## config.mk

```make
export PLATFORM = sky130hd
export DESIGN_NAME = hazard_scoreboard
export DESIGN_NICKNAME = d
export VERILOG_FILES = /design/src/rtl/hazard_scoreboard.sv
export SDC_FILE = /design/constraint.sdc
export NUM_CORES = 1
export LEC_CHECK = 0
export ABC_CLOCK_PERIOD_IN_PS = 5500
export BUFFER_PORTS_ARGS = -buffer_cell sky130_fd_sc_hd__buf_2
export CAP_MARGIN = 20
export CORE_MARGIN = 8
export CORE_UTILIZATION = 63
export DETAILED_ROUTE_END_ITERATION = 6
export PLACE_DENSITY = 0.93
export SYNTH_ARGS = -nofsm -noshare
export SYNTH_HDL_FRONTEND = slang
export SYNTH_SLANG_ARGS = --single-unit
```

## constraint.sdc

```tcl
create_clock -name clk -period 5.5 [get_ports clk]
set_input_delay 0 -clock clk [delete_from_list [all_inputs] [get_ports clk]]
set_output_delay 0 -clock clk [all_outputs]
set_load 0.05 [all_outputs]
```

## src/rtl/hazard_scoreboard.sv

```systemverilog
// hazard_scoreboard: per-register latency countdown at decode/issue; raises stall on RAW/WAW hazards.
// Optional macro HAZARD_SCOREBOARD_STATS_EN adds a saturating stall_cycles counter output.
module hazard_scoreboard #(
   parameter int NREGS     = 32,
   parameter int ADDR_W    = 5,
   parameter int LAT_W     = 3,
   parameter int FLUSH_MIN = 2
) (
   input  logic              clk,
   input  logic              reset_n,
   input  logic              issue_valid,
   input  logic [ADDR_W-1:0] issue_rs1,
   input  logic [ADDR_W-1:0] issue_rs2,
   input  logic [ADDR_W-1:0] issue_rd,
   input  logic              issue_wr,
   input  logic [LAT_W-1:0]  issue_lat,
   input  logic              freeze,
   input  logic              flush,
   output logic              stall,
   output logic              accept,
   output logic [NREGS-1:0]  busy
`ifdef HAZARD_SCOREBOARD_STATS_EN
   ,
   output logic [31:0]       stall_cycles
`endif
);

   logic [LAT_W-1:0] cnt_q [NREGS];
   logic [LAT_W-1:0] cnt_d [NREGS];
   logic             raw;
   logic             waw;

   always_comb begin
      raw = ((issue_rs1 != '0) && (cnt_q[issue_rs1] != '0)) ||
            ((issue_rs2 != '0) && (cnt_q[issue_rs2] != '0));
      // A younger write may not retire before an older write to the same register.
      waw = issue_wr && (issue_rd != '0) && (cnt_q[issue_rd] > issue_lat);
   end

   assign stall  = reset_n && issue_valid && (raw || waw);
   assign accept = reset_n && issue_valid && !stall && !freeze && !flush;

   always_comb begin
      for (int r = 0; r < NREGS; r++) begin
         cnt_d[r] = cnt_q[r];
         if (r == 0) begin
            cnt_d[r] = '0;
         end else if (!freeze) begin
            // Large counts on flush belong to squashed younger ops; small ones are older and still retire.
            if (flush && (int'(cnt_q[r]) >= FLUSH_MIN)) begin
               cnt_d[r] = '0;
            end else if (cnt_q[r] != '0) begin
               cnt_d[r] = cnt_q[r] - LAT_W'(1);
            end
            if (accept && issue_wr && (int'(issue_rd) == r)) begin
               cnt_d[r] = issue_lat;
            end
         end
      end
   end

   always_ff @(posedge clk or negedge reset_n) begin
      if (!reset_n) begin
         for (int r = 0; r < NREGS; r++) begin
            cnt_q[r] <= '0;
         end
      end else begin
         cnt_q <= cnt_d;
      end
   end

   always_comb begin
      busy = '0;
      for (int r = 1; r < NREGS; r++) begin
         busy[r] = (cnt_q[r] != '0);
      end
   end

`ifdef HAZARD_SCOREBOARD_STATS_EN
   logic [31:0] stall_cycles_q;
   logic [31:0] stall_cycles_d;

   always_comb begin
      stall_cycles_d = stall_cycles_q;
      if (stall && !freeze && (stall_cycles_q != 32'hFFFF_FFFF)) begin
         stall_cycles_d = stall_cycles_q + 32'd1;
      end
   end

   always_ff @(posedge clk or negedge reset_n) begin
      if (!reset_n) begin
         stall_cycles_q <= '0;
      end else begin
         stall_cycles_q <= stall_cycles_d;
      end
   end

   assign stall_cycles = stall_cycles_q;
`endif

endmodule

```

== Yosys cells after proc, flatten, opt, wreduce, memory -nomap -nowiden ==
Index checks and enable logic that the tools add are counted.

* Bits in registers: 93
* Bits in latches: 0
* RAM bits: 0
* ROM bits: 0
* Output and inout port bits: 34
* Logic and storage cells: 409
* Memories: 0

* Add/subtract/negate cells: 31
* $mul: 0
* Div/mod/pow operators: 0
* Order comparisons: 35
* Eq/ne operators: 31
* Shift-type cells: 0
* Mux-type cells: 102
* Bitwise logic cells: 4
* Reductions and logical operators: 175

{| class="wikitable"
|+ Operators by type and width
! kind !! number
|-
| $mux 3 || 99
|-
| $reduce_bool 3->1 || 64
|-
| $ge 3x2->1 const B || 31
|-
| $sub 3x1->3 const B || 31
|-
| $eq 5x5->1 const B || 16
|-
| $logic_and 1x1->1 || 72
|-
| $reduce_and 2->1 || 31
|-
| $bmux 3 s5 || 3
|-
| $eq 5x4->1 const B || 8
|-
| $eq 5x3->1 const B || 4
|-
| $ge 6x6->1 const B || 3
|-
| $not 5->6 || 3
|-
| $reduce_bool 5->1 || 3
|-
| $eq 5x2->1 const B || 2
|-
| $eq 5x1->1 const B || 1
|-
| $gt 3x3->1 || 1
|-
| $logic_not 1->1 || 3
|-
| $logic_or 1x1->1 || 2
|-
| $not 1->1 || 1
|}

== Depth between registers and ports, before layout ==
Gate-level depths: netlist (run 1).

* Depth after elaboration: 17
* Gate-level depth with buffers: 20
* Mapped depth without buffers: 15

== Worst setup path after synthesis (run 1) ==
No wires, ideal clock.

* Path kind: input to register
* From: input port issue_rd[0]
* To: register cnt_q[54] in the netlist's numbering
* Arrival time: 4.309 ns
* Required time: 5.374 ns
* Path slack: 1.065 ns
* Stages on the path: 17
* Path through: clkbuf_1 -> buf_1 -> clkbuf_1 -> mux4_2 -> a22o_1 -> a2111oi_0 -> a21oi_1 -> ha_1 -> nor2b_1 -> o21ai_0 -> a21oi_1 -> nor3_2 -> nand4b_2 -> buf_6 -> or4_4 -> a21o_1 -> a221o_1

* Cells in the longest elaborated chain, start to end: 16
* Elaborated cells between the ends (all ways): 20
* Classes of those cells: order compare (1); eq/ne (1); mux (4); bitwise (1); reduce/logical (13)

{| class="wikitable"
|+ Ends and longest elaborated chain
! what !! line !! source
|-
| from (decl) || 14 || <nowiki>input logic [ADDR_W-1:0] issue_rd,</nowiki>
|-
| $not 5->6 (not written as such) || 37 || <nowiki>waw = issue_wr && (issue_rd != '0) && (cnt_q[issue_rd] > issue_lat);</nowiki>
|-
| $bmux 3 s5 || 37 ||
|-
| $mux 3 (not written as such) (2 in a row) || 37 ||
|-
| $gt 3x3->1 || 37 ||
|-
| $logic_and 1x1->1 || 37 ||
|-
| $logic_or 1x1->1 || 40 || <nowiki>assign stall = reset_n && issue_valid && (raw || waw);</nowiki>
|-
| $logic_and 1x1->1 || 40 ||
|-
| $logic_not 1->1 || 41 || <nowiki>assign accept = reset_n && issue_valid && !stall && !freeze && !flush;</nowiki>
|-
| $logic_and 1x1->1 (3 in a row) || 41 ||
|-
| $logic_and 1x1->1 || 55 || <nowiki>if (accept && issue_wr && (int'(issue_rd) == r)) begin</nowiki>
|-
| $logic_and 1x1->1 * || 55 ||
|-
| $reduce_bool 3->1 (no source line) || -- ||
|-
| $reduce_and 2->1 (no source line) || -- ||
|-
| to (signal assigned) || 68 || <nowiki>cnt_q <= cnt_d;</nowiki>
|-
| to (decl) || 28 || <nowiki>logic [LAT_W-1:0] cnt_q [NREGS];</nowiki>
|}

Every way passes the cells marked *; elsewhere a longest branch is shown, timed or not. The select of a mux whose other input is x is not followed.
A chain may end at the register's enable or synchronous reset.

== Worst setup path after layout (run 1) ==
* From: register cnt_q[76] in the netlist's numbering
* To: register cnt_q[71] in the netlist's numbering

* Cells in the longest elaborated chain, start to end: 16
* Elaborated cells between the ends (all ways): 27
* Classes of those cells: order compare (1); mux (10); reduce/logical (16)

{| class="wikitable"
|+ Ends and longest elaborated chain
! what !! line
|-
| parallel branches: the longest is 6 deep, another holds $gt 3x3->1 || --
|-
| $logic_or 1x1->1 * || 40
|-
| $logic_and 1x1->1 * || 40
|-
| $logic_not 1->1 * || 41
|-
| $logic_and 1x1->1 * (3 in a row) || 41
|-
| $logic_and 1x1->1 * (2 in a row) || 55
|-
| $reduce_bool 3->1 (no source line) || --
|-
| $reduce_and 2->1 (no source line) || --
|}

Mark *: on every way between the ends. The select of a mux whose other input is x is not followed.

==> out/metrics.cfg, run 1 <==
[critical_path]
cp.depth=15
path_max_fanout=31
r2r_slack_ps=560
endpoint_kind=flip-flop
path_cells=mux4_2 > mux2_2 > a22o_1 > a2111oi_0 > a21oi_1 > ha_1 > nor2b_1 > o21ai_0 > a21oi_1 > nor3_2 > nand4b_2 > nor3_4 > buf_4 > nand2_1 > a221o_1
r2r_start=cnt_q[76]$_DFFE_PN0P_
ff2ff_path_depth=15
crit_type=flip-flop to flip-flop
cp_top_family=simple AND/OR/NAND/NOR gates
crit_buf_inv=1
startpoint=cnt_q[76]$_DFFE_PN0P_
max_stage_delay_ps=540
crit_path_end=cnt_q[71]$_DFFE_PN0P_
crit_path_frequent_cell=a21oi_1
startpoint_type=flip-flop
slowest_stage=nand4b_2
worstReg2RegEnd=cnt_q[71]$_DFFE_PN0P_
critPathArrivalTime_ps=5180
cp.required_ps=5740

[yosys]
synth_top_area_cell=dfrtp_1
synth_edf_count=0
synth_top_area_share_pct=25.4
synth_async_sr_flop_share_pct=100
post-synth-top-count-cell=inv_1
synth_nets=1190
synth_warnings=0
syn_area_um2=9150
synth_area_leaders=dfrtp_1 25%, ha_1 9.2%, mux4_2 6.6%
yosysUniqueCellTypes=72
yosys-top-cells-count=121 x inv_1, 93 x dfrtp_1, 74 x nor2_1
synth_flop_cell=dfrtp_1
ys_seq_area_share_pct=25.4
avgSynthCellArea_um2=8.33
ys_seq_elements=93
netlist_instances=1099

[detailed_routing]
viasPerCell=7.46
avgRoutedWirePerCell_um=23.7
drc=2
wirelength_um=30700
first_pass_iters=7
ant_nets=0
drt_iter0_drc=1572
routed-via-count=9681

[global_routing]
antenna_found_initial=0
grt_pass1_vias=9106
track_usage_pct=33.0
grt_max_degree=50
grt_pass1_wl_um=48400
grt-ovfl-total=0

[cells_and_area]
fillerInstances=1158
largestRegisters=cnt_q: 93 flops
antenna_cells=0
nets=1199
top_register=cnt_q
largest_reg_flops=93
area_growth_pct=6.86
layout-drive-gt1-share_pct=12.4

[power]
swShare_pct=52.1
leakage_nw=4.16
ir_drop_v=0.000380
clockPowerShare_pct=12.4
power_density_nw_per_um2=581
seq_power_share_pct=27.2
p_switching_mw=2.96
combPwrFrac_pct=60.4
p_int_mw=2.72

[worst_hold_path]
worstHoldStart=issue_lat[1]
hp-class=input port to flip-flop

[cts]
path_clk_slew_ps=70
postCtsSetupBuffers=0
numCtsBuffers=9
htreeDepth=3
clockBufferDepth=2
root_buffer=clkbuf_16
clkLatencyLatePin_ps=360
cts_tree=done
cts_sinks=93

[floorplanning]
num_rows=44
ios=58
die_x_um=137
start_util_pct=63.7
die_area_um2=18600
chipHeight_um=137
coreArea_um2=14400

[timing]
tightest_slew_ps=1210
slew-limit-headroom_pct=18.5
rsz0062_at_grt=no
fin_worst_skew_ps=8.83
slew_violations=0
timing.fmax_mhz=203
setup_slack_ps=564
hold_slack_ps=134
hold_viol_final=0
finalCriticalPeriod_ps=4940
fin_tns_setup_ps=0
setup_viol=0
fin_crit_sh_pct=89.7

[placed_design]
place_congestion=1.03
dp_hpwl_um=21900
place_ws_ps=679
port_buffers=56

[run]
drv_cap=0

[outcome]
violations=design-rule violations
status=finished with violations

-- through the flow --
stage | std cells | power [mW] | area, µm² | util [%]
6_report | 1297 | 5.68 | 9780 | 68.1
5_1_grt | 1297 | 6.05 | 9780 | 68.1
4_1_cts | 1296 | 5.58 | 9770 | 68.0
3_5_place_dp | 1279 | 4.85 | 9430 | 65.7
3_3_place_gp | 1279 | 4.71 | 9430 | 65.7
2_1_floorplan | 1099 | 3.98 | 9150 | -
-- timing repair --
action                    in CTS  in global routing
hold endpoints to repair      44                  0
hold buffers                   1                  0
resized for setup              0                  0
-- worst min-delay path: stages --
cell     delay, ps
buf_2          200
mux2i_1        160
mux2i_1         80
-- routing by layer --
| layer | routed length [µm] | track usage [%] | vias to the layer above |
|---|---|---|---|
| met5 | 0 | 0 | - |
| met2 | 13400 | 50.4 | 785 |
| met3 | 4130 | 9.65 | 208 |
| met1 | 11300 | 40.9 | 4502 |
| li1 | - | - | 4186 |
| met4 | 1850 | 18.9 | 0 |
-- cells by family after synthesis --
| family | after synthesis | share of synthesized area [%] |
|---|---|---|
| other | 1 | 0.0410 |
| adders and majority gates | 67 | 9.16 |
| DFF | 93 | 25.4 |
| and+or+nand+nor | 392 | 23.5 |
| buffers and inverters | 193 | 8.52 |
| muxes | 79 | 12.4 |
| AOI/OAI and AO/OA | 274 | 21.0 |
-- worst min-delay path by stage --
| stage | end | slack [ps] | depth (start not counted) |
|---|---|---|---|
| after floorplan | cnt_q[0]$_DFFE_PN0P_ | -300 | 0 |
| after global placement | cnt_q[85]$_DFFE_PN0P_ | 50 | 1 |
| after detailed placement | cnt_q[86]$_DFFE_PN0P_ | 50 | 1 |
| after CTS | cnt_q[7]$_DFFE_PN0P_ | 110 | 3 |
| after global routing | cnt_q[37]$_DFFE_PN0P_ | 140 | 3 |
| final | cnt_q[7]$_DFFE_PN0P_ | 130 | 3 |
-- power by group through the flow --
stage	sequential [mW]	clock (mW)	combinational (mW)
finish	1.54	0.704	3.43
global route	1.57	0.726	3.76
CTS	1.51	0.701	3.37
detailed placement	1.51	0	3.34
global placement	1.50	0	3.21
floorplan	1.31	0	2.68
-- cells in the final DEF (no fill, tap or decap), types with 4 or more instances in the layout --
cell and n:
a221oi_1 5, o211ai_1 12, ha_1 67, nand3_1 57, or3_1 7, a21oi_1 58, dfrtp_1 93, and2_1 6
clkbuf_16 9, a22o_1 5, nand2_1 53, buf_4 14, nor3_1 58, mux4_2 27, nor4_1 41, a2111oi_0 6
nor3b_1 8, mux2i_1 49, inv_1 120, a22oi_1 10, buf_2 55, o31ai_1 9, a31oi_1 5, o21ai_0 60
a21o_1 7, o32ai_1 5, a211oi_1 8, and3_1 6, nor4_4 4, nand2b_1 14, a32oi_1 5, nor2_1 74
nor2b_1 11, o221ai_1 26, a211o_1 8, o22ai_1 9, nand4_1 27, a221o_1 11
-- area by class of cell --
type                       instances  area (µm²)  share of cell area (%)
clock buffer                      12         256                    2.62
clock inverter                     4        70.1                   0.717
inverter                         121         454                    4.64
multi-input combinational        813        6050                    61.9
sequential                        93        2330                    23.8
tap                              184         230                    2.35
timing repair buffer              70         390                    3.99
(Power assumes the default switching activity.)
==> run 2, diff against run 1 <==
--- a/config.mk
+++ b/config.mk
@@ -9,9 +9,9 @@
 export BUFFER_PORTS_ARGS = -buffer_cell sky130_fd_sc_hd__buf_2
 export CAP_MARGIN = 20
 export CORE_MARGIN = 8
-export CORE_UTILIZATION = 63
+export CORE_UTILIZATION = 43
 export DETAILED_ROUTE_END_ITERATION = 6
-export PLACE_DENSITY = 0.93
+export PLACE_DENSITY = 0.71
 export SYNTH_ARGS = -nofsm -noshare
 export SYNTH_HDL_FRONTEND = slang
 export SYNTH_SLANG_ARGS = --single-unit
==> out/metrics.cfg, run 2 (synthesis gave the netlist of run 1 again) <==
[outcome]
status=complete, no violations  ; was finished with violations

[timing]
hold_viol_final=0  ; unchanged
fin_worst_skew_ps=15.4  ; was 8.83 ps
tightest_slew_ps=1130  ; was 1210 ps
fin_crit_sh_pct=86.8  ; was 89.7%
finalCriticalPeriod_ps=4770  ; was 4940 ps
timing.fmax_mhz=210  ; was 203 MHz
slew_violations=0  ; unchanged
rsz0062_at_grt=no  ; unchanged
fin_tns_setup_ps=0  ; unchanged
setup_viol=0  ; unchanged
slew-limit-headroom_pct=23.9  ; was 18.5%

[cts]
clkLatencyLatePin_ps=370  ; was 360 ps
postCtsSetupBuffers=0  ; unchanged
clockBufferDepth=2  ; unchanged
htreeDepth=3  ; unchanged
cts_tree=done  ; unchanged
cts_sinks=93  ; unchanged
root_buffer=clkbuf_16  ; unchanged
numCtsBuffers=9  ; unchanged
path_clk_slew_ps=70  ; about the same

[power]
ir_drop_v=0.000235  ; was 0.000380 V
power_density_nw_per_um2=561  ; was 581 nW/µm²
leakage_nw=4.13  ; was 4.16 nW

[detailed_routing]
ant_nets=0  ; unchanged
first_pass_iters=6  ; was 7
viasPerCell=6.62  ; was 7.46
routed-via-count=9186  ; was 9,681
wirelength_um=31100  ; was 30,700 µm
drt_iter0_drc=878  ; was 1,572
avgRoutedWirePerCell_um=22.4  ; was 23.7 µm
drc=0  ; was 2

[placed_design]
placed_cells=1370  ; was 1,279
port_buffers=56  ; unchanged
dp_hpwl_um=22900  ; was 21,900 µm
place_congestion=0.990  ; was 1.03

[cells_and_area]
fin_cells=1388  ; was 1,297
largestRegisters=cnt_q: 93 flops  ; unchanged
area_growth_pct=7.77  ; was 6.86%
top_register=cnt_q  ; unchanged
nets=1198  ; was 1,199
largest_reg_flops=93  ; unchanged
layout-drive-gt1-share_pct=12.5  ; was 12.4%
utilization_pct=47.1  ; was 68.1%
final_cell_mix=120 x inv_1, 93 x dfrtp_1, 73 x nor2_1  ; was 120 x inv_1, 93 x dfrtp_1, 74 x nor2_1
layout_commonest_cell=inv_1  ; unchanged

[global_routing]
grt_max_degree=51  ; was 50
grt_pass1_vias=8725  ; was 9,106
grt_pass1_wl_um=48800  ; was 48,400 µm
grt-ovfl-total=0  ; unchanged
track_usage_pct=23.6  ; was 33.0%
antenna_found_initial=1  ; was 0

[critical_path]
path_max_fanout=21  ; was 31
cp.required_ps=5500  ; was 5740 ps
path_cells=mux4_2 > mux2_2 > a22o_1 > a2111oi_0 > a21oi_1 > ha_1 > nor2b_1 > o21ai_0 > a21oi_1 > nor3_2 > and4b_1 > nand3_1 > buf_4 > nor2_1 > buf_2  ; was mux4_2 > mux2_2 > a22o_1 > a2111oi_0 > a21oi_1 > ha_1 > nor2b_1 > o21ai_0 > a21oi_1 > nor3_2 > nand4b_2 > nor3_4 > buf_4 > nand2_1 > a221o_1
crit_path_frequent_cell=a21oi_1  ; unchanged
endpoint_kind=output port  ; was flip-flop
slowest_stage=and4b_1  ; was nand4b_2
crit_type=flip-flop to output port  ; was flip-flop to flip-flop
startpoint_type=flip-flop  ; unchanged
critPathArrivalTime_ps=4770  ; was 5180 ps
max_stage_delay_ps=510  ; was 540 ps

[floorplanning]
num_rows=53  ; was 44
chipHeight_um=162  ; was 137 µm
coreArea_um2=21000  ; was 14,400 µm²
start_util_pct=43.7  ; was 63.7%
ios=58  ; unchanged
die_area_um2=26200  ; was 18,600 µm²
die_x_um=162  ; was 137 µm

[run]
drv_cap=0  ; unchanged

[worst_hold_path]
hp-class=input port to flip-flop  ; unchanged

## run 2: report_power, final
| group | internal (mW) | leakage [nW] | switching, mW | total (mW) |
|---|---|---|---|---|
| registers | 1.01 | 1.16 | 0.513 | 1.52 |
| logic | 1.28 | 2.83 | 2.09 | 3.37 |
| clock network | 0.352 | 0.138 | 0.292 | 0.644 |
## run 2: cell type report
type / count / area, µm²
clock buffers: 10 / 229
clock inverters: 6 / 63.8
multi-input cells: 813 / 6060
well taps: 275 / 344
inverters: 121 / 454
flip-flops and latches: 93 / 2330
fillers: 2114 / 11100
repair buffers: 69 / 383
diodes: 1 / 2.50
## run 2: metrics by stage
stage,setup WS [ps],hold WS [ps],power [mW],area (µm²)
2_1_floorplan,1070,-296,3.98,9150
3_3_place_gp,1060,42.6,4.75,9560
3_5_place_dp,957,35.8,4.85,9560
4_1_cts,826,122,5.51,9860
5_1_grt,530,141,5.99,9860
6_report,728,135,5.54,9860
## run 2: timing repair
item | CTS | global route
setup endpoints to repair | 0 | 0
hold buffers | 1 | 0
hold endpoints to repair | 43 | 0
resized for setup | 0 | 0
## run 2: final timing paths
check | from | slack [ps] | to | depth (start not counted)
max in group asynchronous | reset_n | 4140 | cnt_q[42]$_DFFE_PN0P_ | 3
setup reg to reg | cnt_q[79]$_DFFE_PN0P_ | 850 | cnt_q[7]$_DFFE_PN0P_ | 15
hold / removal | issue_lat[1] | 130 | cnt_q[40]$_DFFE_PN0P_ | 3
setup / recovery | cnt_q[79]$_DFFE_PN0P_ | 730 | accept | 15
min in group asynchronous | reset_n | 160 | cnt_q[91]$_DFFE_PN0P_ | 2
hold reg to reg | cnt_q[18]$_DFFE_PN0P_ | 590 | cnt_q[18]$_DFFE_PN0P_ | 1
## run 2: per-layer routing
metal | vias up | global-route usage [%] | part of all wire [%]
li1 | 4173 | - | -
met1 | 4447 | 30.0 | 41
met2 | 487 | 37.7 | 46
met3 | 79 | 5.44 | 9.2
met4 | 0 | 10.5 | 3.6
met5 | - | 0 | 0
## run 2: critical path, delay by kind of cell, from the launching register on
kind | cells | cell delay [ps]
mux | 2 | 780
simple gates | 5 | 1300
flops | 1 | 450
compound gates | 5 | 970
fa+ha+maj | 1 | 300
buf+inv | 2 | 580
==> run 3, diff against run 2 <==
--- a/config.mk
+++ b/config.mk
@@ -8,10 +8,13 @@
 export ABC_CLOCK_PERIOD_IN_PS = 5500
 export BUFFER_PORTS_ARGS = -buffer_cell sky130_fd_sc_hd__buf_2
 export CAP_MARGIN = 20
+export CELL_PAD_IN_SITES_DETAIL_PLACEMENT = 0
+export CELL_PAD_IN_SITES_GLOBAL_PLACEMENT = 1
 export CORE_MARGIN = 8
 export CORE_UTILIZATION = 43
+export CTS_CLUSTER_DIAMETER = 50
 export DETAILED_ROUTE_END_ITERATION = 6
-export PLACE_DENSITY = 0.71
+export PLACE_DENSITY = 0.86
 export SYNTH_ARGS = -nofsm -noshare
 export SYNTH_HDL_FRONTEND = slang
 export SYNTH_SLANG_ARGS = --single-unit
==> out/metrics.cfg, run 3 (synthesis gave the netlist of run 1 again) <==
[timing]
hold_viol_final=0  ; unchanged
fin_crit_sh_pct=84.3  ; was 86.8%
fin_tns_setup_ps=0  ; unchanged
fin_worst_skew_ps=9.57  ; was 15.4 ps
rsz0062_at_grt=no  ; unchanged
slew_violations=0  ; unchanged
timing.fmax_mhz=216  ; was 210 MHz
tightest_slew_ps=1040  ; was 1130 ps
finalCriticalPeriod_ps=4630  ; was 4770 ps
setup_slack_ps=866  ; was 728 ps
setup_viol=0  ; unchanged
slew-limit-headroom_pct=29.8  ; was 23.9%

[detailed_routing]
drc=1  ; was 0
first_pass_iters=7  ; was 6
wirelength_um=31600  ; was 31,100 µm
viasPerCell=6.55  ; was 6.62
drt_iter0_drc=1054  ; was 878
ant_nets=0  ; unchanged
routed-via-count=9110  ; was 9,186
avgRoutedWirePerCell_um=22.7  ; was 22.4 µm

[run]
drv_cap=0  ; unchanged

[cts]
cts_sinks=93  ; unchanged
path_clk_slew_ps=70  ; about the same
clockBufferDepth=2  ; unchanged
numCtsBuffers=9  ; unchanged
clkLatencyLatePin_ps=360  ; was 370 ps
root_buffer=clkbuf_16  ; unchanged
postCtsSetupBuffers=0  ; unchanged
cts_tree=done  ; unchanged
htreeDepth=3  ; unchanged

[cells_and_area]
nets=1201  ; was 1,198
area_growth_pct=8.16  ; was 7.77%
layout-drive-gt1-share_pct=12.5  ; about the same
top_register=cnt_q  ; unchanged
final_cell_mix=120 x inv_1, 93 x dfrtp_1, 74 x nor2_1  ; was 120 x inv_1, 93 x dfrtp_1, 73 x nor2_1
layout_commonest_cell=inv_1  ; unchanged
largest_reg_flops=93  ; unchanged
largestRegisters=cnt_q: 93 flops  ; unchanged

[worst_hold_path]
hold_end=cnt_q[37]$_DFFE_PN0P_  ; was cnt_q[40]$_DFFE_PN0P_
worstHoldStart=issue_lat[1]  ; unchanged
hp-class=input port to flip-flop  ; unchanged
hold_path_depth=3  ; unchanged

[global_routing]
grt-ovfl-total=0  ; unchanged
track_usage_pct=24.0  ; was 23.6%
grt_pass1_vias=8889  ; was 8,725
grt_pass1_wl_um=50100  ; was 48,800 µm
grt_max_degree=60  ; was 51
antenna_found_initial=1  ; unchanged

[floorplanning]
start_util_pct=43.7  ; unchanged
coreArea_um2=21000  ; unchanged
num_rows=53  ; unchanged
chipHeight_um=162  ; unchanged
die_area_um2=26200  ; unchanged
ios=58  ; unchanged
die_x_um=162  ; unchanged

[placed_design]
place_ws_ps=1050  ; was 957 ps
place_congestion=0.951  ; was 0.990
port_buffers=56  ; unchanged
dp_hpwl_um=23100  ; was 22,900 µm

[critical_path]
worstReg2RegEnd=cnt_q[29]$_DFFE_PN0P_  ; was cnt_q[7]$_DFFE_PN0P_
critPathArrivalTime_ps=4630  ; was 4770 ps
cp.required_ps=5500  ; about the same
startpoint_type=flip-flop  ; unchanged
path_max_fanout=15  ; was 21
r2r_start=cnt_q[79]$_DFFE_PN0P_  ; unchanged
ff2ff_path_depth=15  ; unchanged
endpoint_kind=output port  ; unchanged
crit_type=flip-flop to output port  ; unchanged
r2r_slack_ps=970  ; was 850 ps

[power]
power_density_nw_per_um2=564  ; was 561 nW/µm²
ir_drop_v=0.000300  ; was 0.000235 V
leakage_nw=4.15  ; was 4.13 nW

[outcome]
violations=design-rule violations
status=finished with violations  ; was complete, no violations

-- run 3: cell types whose count changed in the layout (fill, tap and decap cells not counted), sizes merged --
| cell | delta |
|---|---|
| bufinv | +1 |
| clkbuf | +2 |
| clkinv | -2 |
| clkinvlp | -1 |
| buf | +3 |
-- run 3: power breakdown --
part / switching (mW) / total, mW / internal, mW
sequential: 0.509 / 1.52 / 1.01
combinational: 2.09 / 3.37 / 1.28
clock: 0.290 / 0.689 / 0.399
total: 2.89 / 5.58 / 2.69
-- run 3: timing repair --
| item | 4_1_cts | 5_1_grt |
|---|---|---|
| resized for setup | 0 | 0 |
| endpoints found under the setup margin | 0 | 0 |
| endpoints found under the hold margin | 34 | 0 |
| hold buffers | 1 | 0 |
-- run 3: final cells by class --
cell class	count	area [µm²]
clock inverters	4	72.6
diodes	1	2.50
clock buffers	12	236
flip-flops and latches	93	2330
inverters	121	454
well taps	275	344
fillers	2056	11100
repair buffers	72	405
multi-input cells	813	6050
-- run 3: worst max-delay path by stage --
stage,to,depth (start not counted),from
detailed placement,cnt_q[22]$_DFFE_PN0P_,18,issue_rd[1]
global placement,cnt_q[28]$_DFFE_PN0P_,15,cnt_q[79]$_DFFE_PN0P_
global route,accept,15,cnt_q[79]$_DFFE_PN0P_
floorplan,cnt_q[54]$_DFFE_PN0P_,17,issue_rd[0]
finish,accept,15,cnt_q[79]$_DFFE_PN0P_
CTS,accept,15,cnt_q[79]$_DFFE_PN0P_
-- run 3: per-layer routing --
metal / GRT usage (%) / vias up / wire length, µm
li1: - / 4198 / -
met1: 31.4 / 4392 / 13200
met2: 38.6 / 438 / 14400
met3: 3.14 / 82 / 2620
met4: 11.7 / 0 / 1370
met5: 0 / - / 0
-- run 3: critical path: stages, from the launching register on --
cell,delay (ps)
dfrtp_1,440
mux4_2,500
mux2_2,280
a22o_1,220
a2111oi_0,410
a21oi_1,90
ha_1,300
nor2b_1,130
o21ai_0,150
a21oi_1,110
nor3_2,230
and4b_1,230
nand3_1,430
buf_4,390
nor2_1,100
buf_2,270
-- run 3: metrics by stage --
step	instances	cell area [µm²]	hold WS, ps	total power [mW]	utilization (%)
floorplan	1099	9150	-296	3.98	-
CTS	1390	9890	145	5.56	47.2
global route	1391	9900	157	6.04	47.2
global placement	1373	9580	4.91	4.80	45.7
finish	1391	9900	152	5.58	47.2
detailed placement	1373	9580	2.58	4.86	45.7
